File: src/rtl/ram_sincrona_param.sv
`default_nettype none
// ============================================================================
// Module      : ram_sincrona_param
// Description : Parametrised single-port synchronous RAM with clear sequencer,
//               selectable read-during-write mode and 1/2-cycle read latency.
// Revision    : 1.0 - initial release
// ============================================================================
module ram_sincrona_param #(
  parameter int                    ANCHO_DATO    = 8,
  parameter int                    ANCHO_DIR     = 8,
  parameter int                    PROFUNDIDAD   = 256,
  parameter int                    LATENCIA      = 1,
  parameter int                    MODO          = 0,
  parameter logic [ANCHO_DATO-1:0] VALOR_INICIAL = '0
) (
  input  logic                  clk,
  input  logic                  rst,
  input  logic                  limpiar,
  input  logic                  acceso,
  input  logic                  EN,
  input  logic [ANCHO_DIR-1:0]  direccion,
  input  logic [ANCHO_DATO-1:0] dato_e,
  output logic [ANCHO_DATO-1:0] dato_s,
  output logic                  valido,
  output logic                  ocupado,
  output logic                  error_dir
);

  localparam int                   c_ultima      = PROFUNDIDAD - 1;
  localparam logic [ANCHO_DIR-1:0] c_ultima_dir  = c_ultima[ANCHO_DIR-1:0];
  localparam logic [ANCHO_DIR:0]   c_profundidad = PROFUNDIDAD[ANCHO_DIR:0];

  typedef enum logic [0:0] {
    LIMPIANDO = 1'b0,
    LISTO     = 1'b1
  } estado_t;

  estado_t               r_estado;
  logic [ANCHO_DIR-1:0]  r_contador;
  logic                  r_ocupado;

  logic [ANCHO_DATO-1:0] r_mem [PROFUNDIDAD];

  logic                  w_acepta;
  logic                  w_en_rango;
  logic [ANCHO_DATO-1:0] w_lectura;
  logic                  w_escribe;
  logic [ANCHO_DIR-1:0]  w_dir_esc;
  logic [ANCHO_DATO-1:0] w_dato_esc;

  logic [ANCHO_DATO-1:0] r_dato1;
  logic                  r_valido1;
  logic                  r_error1;

  // The extra bit keeps the range check exact when PROFUNDIDAD == 2**ANCHO_DIR.
  assign w_en_rango = ({1'b0, direccion} < c_profundidad);
  assign w_acepta   = acceso && !r_ocupado;
  assign w_lectura  = r_mem[direccion];
  assign ocupado    = r_ocupado;

  // Clear sequencer
  always_ff @(posedge clk or posedge rst) begin
    if (rst) begin
      r_estado   <= LIMPIANDO;
      r_contador <= '0;
      r_ocupado  <= 1'b1;
    end else begin
      case (r_estado)
        LIMPIANDO: begin
          if (limpiar) begin
            r_contador <= '0;
          end else if (r_contador == c_ultima_dir) begin
            r_estado   <= LISTO;
            r_contador <= '0;
            r_ocupado  <= 1'b0;
          end else begin
            r_contador <= r_contador + 1'b1;
          end
        end
        LISTO: begin
          if (limpiar) begin
            r_estado   <= LIMPIANDO;
            r_contador <= '0;
            r_ocupado  <= 1'b1;
          end
        end
        default: begin
          r_estado   <= LIMPIANDO;
          r_contador <= '0;
          r_ocupado  <= 1'b1;
        end
      endcase
    end
  end

  // The sweep owns the write port while busy; otherwise an accepted in-range write.
  always_comb begin
    w_escribe  = 1'b0;
    w_dir_esc  = direccion;
    w_dato_esc = dato_e;
    if (r_estado == LIMPIANDO) begin
      w_escribe  = 1'b1;
      w_dir_esc  = r_contador;
      w_dato_esc = VALOR_INICIAL;
    end else if (w_acepta && EN && w_en_rango) begin
      w_escribe  = 1'b1;
    end
  end

  // Array has no reset; rst only blocks writes so contents survive until swept.
  always_ff @(posedge clk) begin
    if (w_escribe && !rst) begin
      r_mem[w_dir_esc] <= w_dato_esc;
    end
  end

  always_ff @(posedge clk or posedge rst) begin
    if (rst) begin
      r_dato1   <= '0;
      r_valido1 <= 1'b0;
      r_error1  <= 1'b0;
    end else begin
      r_valido1 <= 1'b0;
      r_error1  <= 1'b0;
      if (w_acepta) begin
        if (!w_en_rango) begin
          r_error1 <= 1'b1;
          if (!EN || (MODO != 2)) begin
            r_dato1   <= '0;
            r_valido1 <= 1'b1;
          end
        end else if (!EN) begin
          r_dato1   <= w_lectura;
          r_valido1 <= 1'b1;
        end else if (MODO == 0) begin
          r_dato1   <= w_lectura;
          r_valido1 <= 1'b1;
        end else if (MODO == 1) begin
          r_dato1   <= dato_e;
          r_valido1 <= 1'b1;
        end
      end
    end
  end

  generate
    if (LATENCIA == 2) begin : g_latencia2
      logic [ANCHO_DATO-1:0] r_dato2;
      logic                  r_valido2;
      logic                  r_error2;

      // Data only advances with a valid result so dato_s holds between accesses.
      always_ff @(posedge clk or posedge rst) begin
        if (rst) begin
          r_dato2   <= '0;
          r_valido2 <= 1'b0;
          r_error2  <= 1'b0;
        end else begin
          r_valido2 <= r_valido1;
          r_error2  <= r_error1;
          if (r_valido1) begin
            r_dato2 <= r_dato1;
          end
        end
      end

      assign dato_s    = r_dato2;
      assign valido    = r_valido2;
      assign error_dir = r_error2;
    end else begin : g_latencia1
      assign dato_s    = r_dato1;
      assign valido    = r_valido1;
      assign error_dir = r_error1;
    end
  endgenerate

endmodule
`default_nettype wire

File: config.mk
export PLATFORM = sky130hd
export DESIGN_NAME = ram_sincrona_param
export DESIGN_NICKNAME = d
export VERILOG_FILES = /design/src/rtl/ram_sincrona_param.sv
export SDC_FILE = /design/constraint.sdc
export NUM_CORES = 2
export LEC_CHECK = 0
export CAP_MARGIN = 5
export CORE_UTILIZATION = 55
export CTS_CLUSTER_DIAMETER = 100
export DETAILED_ROUTE_END_ITERATION = 10
export GPL_TIMING_DRIVEN = 1
export PLACE_DENSITY = 0.71
export SLEW_MARGIN = 20
export SYNTH_ARGS = -nofsm -noshare
export SYNTH_HDL_FRONTEND = slang
export SYNTH_SLANG_ARGS = --single-unit
File: constraint.sdc
create_clock -name clk -period 7.79 [get_ports clk]
set_clock_uncertainty 0.15 [all_clocks]
set_input_delay 1.9475 -clock clk [delete_from_list [all_inputs] [get_ports clk]]
set_output_delay 1.9475 -clock clk [all_outputs]
set_load 0.05 [all_outputs]
==> impl_results.md <==
- Die X: 387 µm
- Vias in the first global route: 41.1k
- Max Slew Vio Count: 0
- Antenna Violating Nets Remaining: 0
- CP Class: in -> reg
- Drt pass-1 iters: 6
- Gpl congestion: 0.888
- RSZ-0062 raised after global routing: no
- Drt drc: 0
- Max-Cap Viols: 0
- Hold Crit Class: reg -> reg
- Share of synthesized registers carrying an async set or reset: 0.00919
- P&R area growth vs syn: 9.97%
- Status: complete, no violations
- CTS Buffer Depth: 3
- Largest net degree at the start of global routing: 190
- Die area: 0.150 mm²
- I/O Buffers: 30
- Syn Inst Count: 4103
- Pwr Density: around 250 mW/mm²
- Crit. path cell count: 6
- Critical Path Source Type: input port
- First-pass GRT wire length: 293000 µm
- Post-layout min period: ~5400 ps
- Fmax: about 0.19 GHz
- Clk slew on worst S/H paths: about 60 ps
- Worst slack at placement: between 1500 and 2000 ps
- Post-synthesis register bit count: 2067
- CP cell instances: clkdlybuf4s50_1 > a31oi_1 > nor2_1 > nand2_1 > buf_12 > nor2_1
- Worst VDD drop: 0.187 mV
- Slew HR: 0.168
- H-tree depth: 4
- Avg WL per Cell: 32.6 µm
- PostCTS Resize Cnt: 0
- FF-to-FF End: r_mem[115][0]$_DFFE_PP_
- Worst R2R Setup Slack: 3640 ps
- Clk_lat worst skew: approximately 860 ps
- Endpoints failing hold: 0
- Ys flop type: edfxtp_1
- Worst r2r src: r_estado$_DFF_PP0_
- Syn_area_per_cell: 19.8 µm²
- Hold_sp: ocupado$_DFFE_PP1P_
- Final WS setup: 2390 ps
- Core area: ~0.15 mm²
- Setup Viol. Count Final: 0
- Post-synth EDFFs: 2048
- Seq/Total Area, Yosys: 0.761
- Multi-input logic area: 0.0175 mm²
- Crit. End Element: flop
- Worst EP required: 8100 ps
- Fin Setup TNS: 0 ps
- Initial antenna violation count: 15
- Number of vias per cell: 6.71
- Part of the cycle the worst path needs: 0.693
- CP Capture Point: r_mem[142][6]$_DFFE_PP_
- DP HPWL: ~120000 µm
- Starting DRT DRC Count: 5799
- CTS tree: built
- Root Driver: clkbuf_16
- Routed wire length: 204000 µm
- Initial core utilization: 0.557
- Crit-path most repeated cell: nor2_1
- Remaining global-route overflow: 0
- Row count: 140
- Tot GR Track Use: 0.273
- Share of layout cells above drive strength 1: 0.178
- Synth warnings: 0
- I/O Pins: 32
- Hold path cells: 2
- Worst path top cell family by delay: buffers and inverters
- Final Util: 0.612
- Total number of vias: around 42k
- Post-CTS Setup Repair Bufs: 0
- Nets: approximately 4.2k
- Worst Path Max Fanout: 15
- Cts bufs inserted: between 150 and 200
- CP max-delay cell: clkdlybuf4s50_1
- Worst Max-Slew Pin Slew: ~1200 ps
- Cell Area, Synth: 0.0814 mm²
- # clock sinks: between 2k and 2.5k
- CP arrival: 5700 ps
- Die Ht: 387 µm
- Fillers: 9981
- Count of cell types in the netlist: 76
- WP buf/inv: 2
- CP startpoint: direccion[3]
- Largest incremental delay on the critical path: 1140 ps
- FF-to-FF path depth: 3
- Leakage: 30.2 nW
- Reg area: slightly above 0.06 mm²
- # hold bufs at CTS: 0
- Syn nets: 4125
-- Yosys cell counts, types with 19 or more instances --
library cell  count  share of area
a2111oi_0        28         0.0030
a211oi_1         27         0.0025
a21oi_1          77         0.0047
a221oi_1         21         0.0023
a22oi_1          66         0.0061
and2_1           19         0.0015
buf_12           20         0.0049
buf_2            72         0.0044
buf_6            29         0.0040
buf_8            24         0.0044
clkbuf_1         76         0.0035
edfxtp_1       2048           0.76
mux2i_1         322          0.040
mux4_1           24         0.0077
mux4_2          327          0.090
nand2_1         126         0.0058
nand3_1          29         0.0018
nor2_1          322          0.015
nor3_1           36         0.0022
o21ai_0          42         0.0026
o221ai_1         57         0.0061
o22ai_1          82         0.0063
-- worst min-delay path by stage --
stage | endpoint | slack (ps)
2_1_floorplan | r_contador[4]$_DFFE_PP0P_ | 430
3_3_place_gp | ocupado$_DFFE_PP1P_ | 390
3_5_place_dp | ocupado$_DFFE_PP1P_ | 390
4_1_cts | ocupado$_DFFE_PP1P_ | 410
5_1_grt | ocupado$_DFFE_PP1P_ | 440
6_report | ocupado$_DFFE_PP1P_ | 410
-- registers in the layout, indices dropped and copies added (netlist names) --
name and count:
r_mem 2048, dato_s 8, r_contador 8, ocupado 1
r_estado 1, valido 1
-- where the power goes --
| group | internal [mW] | switching, mW |
|---|---|---|
| combinational | 0.328 | 0.572 |
| clock | 5.19 | 4.14 |
| sequential | 12.0 | 0.0278 |
| total | 17.6 | 4.73 |
-- worst min-delay path, cell delays in order (launching register included) --
cell and delay [ps]:
dfstp_2 420, nor2_1 100, nor2_1 40
-- per-layer routing --
layer / track usage / wire length, µm
met3: 0.0736 / 25100
met2: 0.406 / 93000
met1: 0.394 / 79100
met5: 0 / 97
met4: 0.0961 / 7080
-- through the flow --
step	cells	power, mW	area, µm²	hold slack (ps)
final	6266	22.3	89500	409
after global routing	6265	22.8	89500	440
after CTS	6265	22.3	89500	405
after detailed placement	5904	13.2	83300	394
after global placement	5903	13.2	83200	394
after floorplan	4103	12.9	81400	429
-- cell usage in the layout (no fill, tap or decap), drive strengths merged, types with 33 or more instances in the layout --
| master | synthesis | routed |
|---|---|---|
| o22ai | 83 | 83 |
| clkinv | 2 | 103 |
| mux2i | 322 | 322 |
| a22oi | 66 | 66 |
| nor2 | 322 | 322 |
| buf | 167 | 109 |
| edfxtp | 2048 | 2048 |
| nor3 | 36 | 36 |
| mux4 | 351 | 351 |
| nand2 | 126 | 126 |
| o221ai | 58 | 58 |
| clkbuf | 84 | 228 |
| a21oi | 77 | 77 |
| a2111oi | 33 | 33 |
| o21ai | 48 | 48 |
-- cell families after synthesis --
| group | count (synthesis) | share of synthesized area |
|---|---|---|
| flip-flops | 2067 | 0.761 |
| multiplexers | 689 | 0.140 |
| AND/OR/NAND/NOR | 607 | 0.0322 |
| AO/OA/AOI/OAI | 475 | 0.0418 |
| buffers and inverters | 261 | 0.0241 |
| XOR/XNOR | 2 | 0.000215 |
| adder cells (fa/ha/maj) | 1 | 0.000154 |
| other | 1 | 0.0000461 |
-- cell type report --
class / instances / share of cell area
clock buffers: 228 / 0.0568
multi-input cells: 1775 / 0.196
inverters: 10 / 0.000447
diodes: 1 / 0.0000280
well taps: 1917 / 0.0268
repair buffers: 135 / 0.0146
clock inverters: 133 / 0.0129
flip-flops and latches: 2067 / 0.692
(Power assumes the default switching activity.)
